--- config.mk ---
export PLATFORM = sky130hd
export DESIGN_NAME = opsum_drain_ctrl
export DESIGN_NICKNAME = d
export VERILOG_FILES = /design/src/rtl/opsum_drain_ctrl.sv
export SDC_FILE = /design/constraint.sdc
export NUM_CORES = 1
export LEC_CHECK = 0
export ABC_AREA = 0
export CAP_MARGIN = 20
export CORE_AREA = 2 2 487 489
export CTS_CLUSTER_DIAMETER = 150
export DETAILED_ROUTE_END_ITERATION = 7
export DIE_AREA = 0 0 489 491
export PLACE_DENSITY = 0.4
export SYNTH_ARGS = -nofsm -noshare
export SYNTH_HDL_FRONTEND = slang
export SYNTH_SLANG_ARGS = --single-unit
--- constraint.sdc ---
create_clock -name clk -period 3.2 [get_ports clk]
set_clock_uncertainty 0.15 [all_clocks]
set_input_delay 0.64 -clock clk [delete_from_list [all_inputs] [get_ports clk]]
set_output_delay 0.64 -clock clk [all_outputs]
set_load 0.1 [all_outputs]
--- src/rtl/opsum_drain_ctrl.sv ---
// Opsum drain controller: scans 32 opsum FIFO lanes round-robin, pops one 16/32-bit entry per
// GLB word and writes it out. Define OPSUM_DRAIN_RELU_EN to zero negative 16-bit halves.
module opsum_drain_ctrl #(
  parameter int unsigned FIFO_DEPTH = 8,
  parameter int unsigned ADDR_W     = 16
) (
  input  logic              clk,
  input  logic              rst,
  input  logic              start,
  input  logic              pack2,
  input  logic [ADDR_W-1:0] base_addr,
  input  logic [ADDR_W-1:0] total_words,
  input  logic [31:0]       push_opsum_en,
  input  logic [31:0]       opsum_fifo_empty,
  output logic [31:0]       pop_opsum_en,
  output logic [31:0]       pop_opsum_mod,
  input  logic [31:0][31:0] pop_opsum_data,
  output logic              glb_we,
  output logic [ADDR_W-1:0] glb_waddr,
  output logic [31:0]       glb_wdata,
  input  logic              glb_ready,
  output logic              busy,
  output logic              done
);

  localparam int unsigned     CntW    = $clog2(FIFO_DEPTH + 1);
  localparam logic [CntW+1:0] CntMax  = (CntW + 2)'(FIFO_DEPTH);
  localparam logic [CntW-1:0] CntOne  = CntW'(1);
  localparam logic [CntW-1:0] CntTwo  = CntW'(2);
  localparam logic [ADDR_W-1:0] AddrOne = ADDR_W'(1);

  typedef enum logic [2:0] {StIdle, StScan, StPop, StCapt, StWrite, StDone} state_e;

  state_e            state_q, state_d;
  logic [4:0]        ptr_q, ptr_d;
  logic [ADDR_W-1:0] word_cnt_q, word_cnt_d;
  logic [ADDR_W-1:0] base_q, base_d;
  logic [ADDR_W-1:0] total_q, total_d;
  logic              pack2_q, pack2_d;
  logic [31:0]       wdata_q, wdata_d;
  logic [CntW-1:0]   cnt_q [32];
  logic [CntW-1:0]   cnt_d [32];

  logic              eligible;
  logic [31:0]       capt_raw, capt_val;
  logic [CntW+1:0]   sum, dec, net;

  // Shadow occupancy: the FIFO bank itself is not observable beyond its empty flags.
  always_comb begin
    sum = '0;
    dec = '0;
    net = '0;
    for (int i = 0; i < 32; i++) begin
      sum = {2'b00, cnt_q[i]} + {{(CntW + 1){1'b0}}, push_opsum_en[i]};
      dec = pop_opsum_en[i] ? {{CntW{1'b0}}, pack2_q, ~pack2_q} : '0;
      net = (sum < dec) ? '0 : sum - dec;
      cnt_d[i] = (net > CntMax) ? CntMax[CntW-1:0] : net[CntW-1:0];
    end
  end

  assign eligible = pack2_q ? (cnt_q[ptr_q] >= CntTwo)
                            : ((cnt_q[ptr_q] >= CntOne) && !opsum_fifo_empty[ptr_q]);

  always_comb begin
    capt_raw = pop_opsum_data[ptr_q];
    if (!pack2_q) capt_raw[31:16] = 16'h0;
    capt_val = capt_raw;
`ifdef OPSUM_DRAIN_RELU_EN
    if (capt_raw[31]) capt_val[31:16] = 16'h0;
    if (capt_raw[15]) capt_val[15:0]  = 16'h0;
`endif
  end

  always_comb begin
    state_d       = state_q;
    ptr_d         = ptr_q;
    word_cnt_d    = word_cnt_q;
    base_d        = base_q;
    total_d       = total_q;
    pack2_d       = pack2_q;
    wdata_d       = wdata_q;
    pop_opsum_en  = '0;
    pop_opsum_mod = '0;
    glb_we        = 1'b0;
    glb_waddr     = '0;
    glb_wdata     = '0;
    busy          = 1'b1;
    done          = 1'b0;
    unique case (state_q)
      StIdle: begin
        busy = 1'b0;
        if (start) begin
          pack2_d    = pack2;
          base_d     = base_addr;
          total_d    = total_words;
          ptr_d      = '0;
          word_cnt_d = '0;
          state_d    = (total_words == '0) ? StDone : StScan;
        end
      end
      StScan: begin
        if (eligible) state_d = StPop;
        else          ptr_d   = ptr_q + 5'd1;
      end
      StPop: begin
        pop_opsum_en[ptr_q]  = 1'b1;
        pop_opsum_mod[ptr_q] = pack2_q;
        state_d              = StCapt;
      end
      StCapt: begin
        wdata_d = capt_val;
        state_d = StWrite;
      end
      StWrite: begin
        glb_we    = 1'b1;
        glb_waddr = base_q + word_cnt_q;
        glb_wdata = wdata_q;
        if (glb_ready) begin
          word_cnt_d = word_cnt_q + AddrOne;
          ptr_d      = ptr_q + 5'd1;
          state_d    = (word_cnt_d == total_q) ? StDone : StScan;
        end
      end
      StDone: begin
        done    = 1'b1;
        state_d = StIdle;
      end
      default: state_d = StIdle;
    endcase
  end

  always_ff @(posedge clk) begin
    if (rst) begin
      state_q    <= StIdle;
      ptr_q      <= '0;
      word_cnt_q <= '0;
      base_q     <= '0;
      total_q    <= '0;
      pack2_q    <= 1'b0;
      wdata_q    <= '0;
      for (int i = 0; i < 32; i++) cnt_q[i] <= '0;
    end else begin
      state_q    <= state_d;
      ptr_q      <= ptr_d;
      word_cnt_q <= word_cnt_d;
      base_q     <= base_d;
      total_q    <= total_d;
      pack2_q    <= pack2_d;
      wdata_q    <= wdata_d;
      cnt_q      <= cnt_d;
    end
  end

endmodule

# ---- Yosys cells after proc, flatten, opt, wreduce, memory -nomap -nowiden
# Cells that the tools add are included.
# Widths: inputs -> output; s select.
dict set report op_classes {
  mux 127
  addsub 67
  n_reduce_logical 43
  magnitude_cmp 69
  n_eq_ne 10
  bitwise 3
}
# op n
set ops {}
lappend ops {{$gt 6x4->1 const B} 32}
lappend ops {{$mux 6} 32}
lappend ops {{$sub 5x2->6} 32}
lappend ops {{$add 4x1->5} 32}
lappend ops {{$bmux 32 s5} 1}
lappend ops {{$lt 5x2->1} 32}
lappend ops {{$mux 4} 34}
lappend ops {{$mux 32} 4}
lappend ops {{$mux 16} 4}
lappend ops {{$mux 2} 32}
lappend ops {{$reduce_or 2->1} 32}
lappend ops {{$and 32x32->32} 1}
lappend ops {{$pmux 16 s2} 1}
lappend ops {{$bmux 4 s5} 1}
lappend ops {{$add 16x1->16 const B} 1}
lappend ops {{$add 16x16->16} 1}
lappend ops {{$eq 16x16->1} 1}
lappend ops {{$logic_not 16->1} 1}
lappend ops {{$mux 3} 5}
lappend ops {{$mux 5} 3}
lappend ops {{$pmux 3 s5} 1}
lappend ops {{$pmux 5 s3} 1}
lappend ops {{$ne 2x2->1 const B} 4}
lappend ops {{$eq 3x2->1 const B} 2}
lappend ops {{other kinds (21)} 29}
dict set report word_totals {
  output_inout_bits 115
  register_bits 217
  in_bits 1125
  elab_cells 390
}

# ---- Longest topological paths before layout
dict set report logic_depth {
  depth_word 10
  depth_mapped 16
  depth_no_buf 13
}

# ---- Worst setup path before layout
# Ideal clock, no wire load.
dict set report synth_path {
  path_type {reg2out}
  start {reg word_cnt_q[1]}
  end {out glb_waddr[11]}
  path_stages_with_launch 9
  setup_slack_ns -1.599
  n_path_buf 0
  required_ns 2.410
  arrival_ns 4.009
  cell_sequence {dfxtp_1 ha_1 a21o_1 a21o_1 a2111oi_0 or3_1 nand3_1 and3_1 nor3_1}
}
dict set report synth_via {
  elab_chain_len 2
}
# element line_no
set synth_lines {}
lappend synth_lines {{from (decl)} 36} ;# logic [ADDR_W-1:0] word_cnt_q, word_cnt_d;
lappend synth_lines {{from (signal assigned)} 145} ;# word_cnt_q <= word_cnt_d;
lappend synth_lines {{$add 16x16->16} 116} ;# glb_waddr = base_q + word_cnt_q;
lappend synth_lines {{$mux 16} 89} ;# unique case (state_q)
lappend synth_lines {{to (decl)} 19} ;# output logic [ADDR_W-1:0] glb_waddr,
# Every way passes these cells.

# ---- Worst setup path after layout
dict set report layout_path {
  start {reg base_q[0]}
  end {out glb_waddr[14]}
}
dict set report layout_via {
  elab_chain_len 2
}
# element line_no
set layout_lines {}
lappend layout_lines {{from (decl)} 37} ;# logic [ADDR_W-1:0] base_q, base_d;
lappend layout_lines {{from (signal assigned)} 146} ;# base_q <= base_d;
lappend layout_lines {{$add 16x16->16} 116}
lappend layout_lines {{$mux 16} 89}
# Every way passes these cells.

==> flow_summary.html <==
<table>
<tr><th>Metric</th><th>Value</th></tr>
<tr><th colspan="2">Outcome</th></tr>
<tr><td>Status</td><td>finished with violations</td></tr>
<tr><td>Violations in the final reports</td><td>negative setup slack</td></tr>
<tr><th colspan="2">Synth</th></tr>
<tr><td>Most repeated cell in the gate-level netlist after synthesis</td><td>sky130_fd_sc_hd__nor2_1</td></tr>
<tr><td>Largest area contributor in the synthesized netlist</td><td>sky130_fd_sc_hd__mux4_2</td></tr>
<tr><td>Synth Net Count</td><td>3995</td></tr>
<tr><td>Count of state elements after synthesis</td><td>217</td></tr>
<tr><td>Number of enable flip-flop cells after synthesis</td><td>0</td></tr>
<tr><td>Top cell types by occurrence after synthesis</td><td>sky130_fd_sc_hd__nor2_1, sky130_fd_sc_hd__mux4_2, sky130_fd_sc_hd__nand2_1</td></tr>
<tr><td>Portion of synthesized cell area occupied by the leading cell type</td><td>0.244</td></tr>
<tr><td>Average cell area after synthesis</td><td>8.98 um^2</td></tr>
<tr><td>Count of warnings emitted by yosys</td><td>0</td></tr>
<tr><td>Post-synth top flop</td><td>sky130_fd_sc_hd__dfxtp_1</td></tr>
<tr><td>Post-synthesis cell count</td><td>2689</td></tr>
<tr><td>Ranking of synthesized cells by area</td><td>sky130_fd_sc_hd__mux4_2, sky130_fd_sc_hd__dfxtp_1, sky130_fd_sc_hd__ha_1, sky130_fd_sc_hd__nor2_1, sky130_fd_sc_hd__nand2_1</td></tr>
<tr><td>Post-synth ARST share</td><td>0</td></tr>
<tr><td>Summed instance area of the synthesized netlist</td><td>24200 um^2</td></tr>
<tr><td>Post-synthesis sequential area ratio</td><td>0.180</td></tr>
<tr><td>Distinct cell type count after synthesis</td><td>73</td></tr>
<tr><th colspan="2">Hold path</th></tr>
<tr><td>Worst hold path type</td><td>reg -&gt; reg</td></tr>
<tr><th colspan="2">Routing</th></tr>
<tr><td>Routed wire length</td><td>235000 um</td></tr>
<tr><td>DRC errors left</td><td>0</td></tr>
<tr><td>Number of design-rule violations left by the first detailed-router iteration</td><td>2412</td></tr>
<tr><td>Initial DRT Pass Iterations</td><td>6</td></tr>
<tr><td>Via count</td><td>30500</td></tr>
<tr><td>Drt via density</td><td>4.00</td></tr>
<tr><td>Routed len/inst</td><td>30.8 um</td></tr>
<tr><td>Routed Antenna Nets</td><td>0</td></tr>
<tr><th colspan="2">Global route</th></tr>
<tr><td>Vias in the first global route</td><td>30600</td></tr>
<tr><td>Total Routing Usage GR</td><td>0.188</td></tr>
<tr><td>Initial antenna violation count</td><td>178</td></tr>
<tr><td>Pin count of the biggest net entering global routing</td><td>80</td></tr>
<tr><td>Total grt overflow</td><td>0</td></tr>
<tr><td>First-pass GRT wire length</td><td>296000 um</td></tr>
<tr><th colspan="2">Pwr</th></tr>
<tr><td>Internal power summed over all cells</td><td>14.0 mW</td></tr>
<tr><td>Seq pwr share</td><td>0.158</td></tr>
<tr><td>Proportion of power drawn by combinational gates</td><td>0.661</td></tr>
<tr><td>Maximum vdd ir drop</td><td>0.353 mV</td></tr>
<tr><td>Net Sw Frac</td><td>0.428</td></tr>
<tr><td>Power Dens Cells</td><td>498 nW/um^2</td></tr>
<tr><td>Static leakage</td><td>18.1 nW</td></tr>
<tr><td>Clock group share of total power</td><td>0.181</td></tr>
<tr><td>Net switching power figure</td><td>10.5 mW</td></tr>
<tr><th colspan="2">Job</th></tr>
<tr><td># Max-Cap Violations</td><td>0</td></tr>
<tr><th colspan="2">Placement</th></tr>
<tr><td>Count of port buffers added during placement</td><td>1239</td></tr>
<tr><td>Gp weighted congestion</td><td>0.989</td></tr>
<tr><td>Dpl hpwl</td><td>206000 um</td></tr>
<tr><th colspan="2">Floorplan</th></tr>
<tr><td>Number of cell rows</td><td>178</td></tr>
<tr><td>Num ports</td><td>1240</td></tr>
<tr><td>Floorplan die width</td><td>489 um</td></tr>
<tr><td>Initial cell density of the core</td><td>0.103</td></tr>
<tr><td>Die height</td><td>491 um</td></tr>
<tr><td>Total core area</td><td>235000 um^2</td></tr>
<tr><td>DIE AREA</td><td>240000 um^2</td></tr>
<tr><th colspan="2">STA</th></tr>
<tr><td>Hold violation total from the final report</td><td>0</td></tr>
<tr><td>Hold slack</td><td>321 ps</td></tr>
<tr><td>Setup repair after global routing missed its margin</td><td>true</td></tr>
<tr><td>Slew HR</td><td>0.319</td></tr>
<tr><td>Number of slew-limit violations in the final report</td><td>0</td></tr>
<tr><td>Share of the clock period used by the worst path</td><td>1.21</td></tr>
<tr><td>Max Clk Rate</td><td>259 MHz</td></tr>
<tr><td>Setup_tns</td><td>-4990 ps</td></tr>
<tr><td>Pin slew with the least headroom to its limit</td><td>1020 ps</td></tr>
<tr><td>Slack of the critical path</td><td>-664 ps</td></tr>
<tr><td>Setup-failing EPs final</td><td>12</td></tr>
<tr><td>Post-route minimum period</td><td>3860 ps</td></tr>
<tr><th colspan="2">Critical path</th></tr>
<tr><td>Worst reg2reg startpoint</td><td>ptr_q[0]$_SDFFE_PP0P_</td></tr>
<tr><td>Worst EP arrival</td><td>3070 ps</td></tr>
<tr><td>Data required time of the worst path</td><td>2410 ps</td></tr>
<tr><td>Category of the critical setup timing path</td><td>reg -&gt; out</td></tr>
<tr><td>Critical Path End</td><td>glb_waddr[14]</td></tr>
<tr><td>Worst Setup Start Kind</td><td>flip-flop</td></tr>
<tr><td>Logic depth of the worst register-to-register path</td><td>13</td></tr>
<tr><td>Type of destination of the critical path</td><td>primary output</td></tr>
<tr><td>Destination of the worst register-to-register timing path</td><td>ptr_q[0]$_SDFFE_PP0P_</td></tr>
<tr><td>FF-to-FF setup slack</td><td>90 ps</td></tr>
<tr><td>Startpoint of the most critical setup path</td><td>base_q[0]$_SDFFE_PP0P_</td></tr>
<tr><td>Maximum fanout along the worst path</td><td>2</td></tr>
<tr><th colspan="2">Clock tree</th></tr>
<tr><td>H-tree Lvls</td><td>2</td></tr>
<tr><td>Clock root buffer</td><td>sky130_fd_sc_hd__clkbuf_16</td></tr>
<tr><td>Post-CTS Hold Fix Bufs</td><td>0</td></tr>
<tr><td>CTS tree</td><td>built</td></tr>
<tr><td>Cts bufs inserted</td><td>37</td></tr>
<tr><td>Clock Sinks</td><td>217</td></tr>
<tr><td>Skew-Pair Late Insertion Delay</td><td>600 ps</td></tr>
<tr><td>Buffer levels on the longest clock path</td><td>3</td></tr>
<tr><td>Clock-pin slew reported for the worst setup and hold paths after clock tree synthesis</td><td>60 ps</td></tr>
<tr><th colspan="2">Finish</th></tr>
<tr><td>Area growth syn-to-layout</td><td>103%</td></tr>
<tr><td>Total number of nets in the final design</td><td>5641</td></tr>
<tr><td>Ratio of cells with drive above 1 in the final layout</td><td>0.314</td></tr>
</table>
[sequential cells by signal (all words and copies together) (netlist names)]
register and count:
state_q 3, base_q 16, wdata_q 32, total_q 16
pack2_q 1, cnt_q 128, word_cnt_q 16, ptr_q 5
[worst min path at each step]
| stage | startpoint | end | slack [ps] | cells after the start |
|---|---|---|---|---|
| detailed placement | base_q[2]$_SDFFE_PP0P_ | base_q[2]$_SDFFE_PP0P_ | 310 | 2 |
| CTS | total_q[12]$_SDFFE_PP0P_ | total_q[12]$_SDFFE_PP0P_ | 330 | 2 |
| global route | total_q[4]$_SDFFE_PP0P_ | total_q[4]$_SDFFE_PP0P_ | 330 | 2 |
| global placement | base_q[2]$_SDFFE_PP0P_ | base_q[2]$_SDFFE_PP0P_ | 310 | 2 |
| floorplan | base_q[10]$_SDFFE_PP0P_ | base_q[10]$_SDFFE_PP0P_ | 290 | 2 |
| finish | total_q[15]$_SDFFE_PP0P_ | total_q[15]$_SDFFE_PP0P_ | 320 | 2 |
[cell type report]
cell class	count	area (um^2)
fillers	25700	185000
multi-input cells	2154	20200
repair buffers	1783	18300
flip-flops and latches	217	4380
well taps	3150	3940
clock buffers	55	1160
inverters	142	584
diodes	104	260
clock inverters	13	151
[placed cells by master, fill, tap and decap left out, types with 24 or more instances in the layout]
master	count
sky130_fd_sc_hd__mux4_2	267
sky130_fd_sc_hd__nor2_4	44
sky130_fd_sc_hd__clkdlybuf4s50_1	1123
sky130_fd_sc_hd__buf_12	151
sky130_fd_sc_hd__nand2_1	188
sky130_fd_sc_hd__nor3_1	55
sky130_fd_sc_hd__nor3_2	32
sky130_fd_sc_hd__nand2_2	25
sky130_fd_sc_hd__a22oi_1	107
sky130_fd_sc_hd__o21ai_0	84
sky130_fd_sc_hd__ha_1	127
sky130_fd_sc_hd__xnor2_2	24
sky130_fd_sc_hd__buf_6	36
sky130_fd_sc_hd__diode_2	104
sky130_fd_sc_hd__clkbuf_16	40
sky130_fd_sc_hd__a31oi_1	35
sky130_fd_sc_hd__xnor2_1	61
sky130_fd_sc_hd__buf_4	467
sky130_fd_sc_hd__xor2_1	43
sky130_fd_sc_hd__mux2i_1	28
sky130_fd_sc_hd__nand2b_1	27
sky130_fd_sc_hd__nand3_1	106
sky130_fd_sc_hd__inv_1	116
sky130_fd_sc_hd__and3_1	45
sky130_fd_sc_hd__a21oi_1	130
sky130_fd_sc_hd__nor2b_1	54
sky130_fd_sc_hd__o21ba_2	26
sky130_fd_sc_hd__dfxtp_1	205
sky130_fd_sc_hd__nor2_1	274
sky130_fd_sc_hd__a31o_2	26
[routing by layer]
metal	part of all wire	vias up	GRT usage
met1	0.37	15000	0.208
met5	0.0021	-	0
met4	0.065	78	0.116
met2	0.47	1519	0.303
met3	0.10	400	0.0682
li1	-	13500	-
[power by group through the flow]
stage / clock network [mW] / logic [mW] / registers (mW)
floorplan: 0 / 8.35 / 3.67
global placement: 0 / 15.5 / 3.94
detailed placement: 0 / 15.5 / 3.93
CTS: 4.58 / 16.0 / 3.86
global route: 4.66 / 17.3 / 3.94
finish: 4.42 / 16.2 / 3.86
[timing repair]
| action | CTS | global route |
|---|---|---|
| pin swaps | 38 | 44 |
| setup endpoints to repair | 77 | 116 |
| setup buffers | 38 | 27 |
| gates cloned | 3 | 1 |
| hold endpoints to repair | 0 | 0 |
| gates resized for setup | 80 | 141 |
[logic make-up after synthesis]
group,synth area share
buffers and inverters,0.0539
AOI/OAI and AO/OA,0.148
DFF,0.180
and+or+nand+nor,0.196
adders and majority gates,0.104
muxes,0.270
xor gates and xnor gates,0.0482
[worst max-delay path, cell delays in order (launching register included)]
cell	delay [ps]
sky130_fd_sc_hd__dfxtp_2	340
sky130_fd_sc_hd__ha_4	170
sky130_fd_sc_hd__fa_2	340
sky130_fd_sc_hd__a21o_1	180
sky130_fd_sc_hd__a21oi_2	160
sky130_fd_sc_hd__o21ai_1	80
sky130_fd_sc_hd__o211a_1	140
sky130_fd_sc_hd__a41o_1	220
sky130_fd_sc_hd__o41ai_4	300
sky130_fd_sc_hd__o21ai_2	140
sky130_fd_sc_hd__mux2i_4	210
sky130_fd_sc_hd__buf_12	200
[metrics by stage]
| stage | worst slack, ps | util | cells | total power [mW] | cell area, um^2 |
|---|---|---|---|---|---|
| after floorplan | -271 | - | 2689 | 12.0 | 25300 |
| after global placement | -526 | 0.196 | 7382 | 19.4 | 46000 |
| after detailed placement | -562 | 0.196 | 7382 | 19.4 | 46000 |
| after CTS | -739 | 0.205 | 7489 | 24.4 | 48000 |
| after global routing | -797 | 0.209 | 7576 | 25.9 | 48900 |
| final | -664 | 0.209 | 7618 | 24.4 | 49000 |
Power figures use the tool's default switching activity.
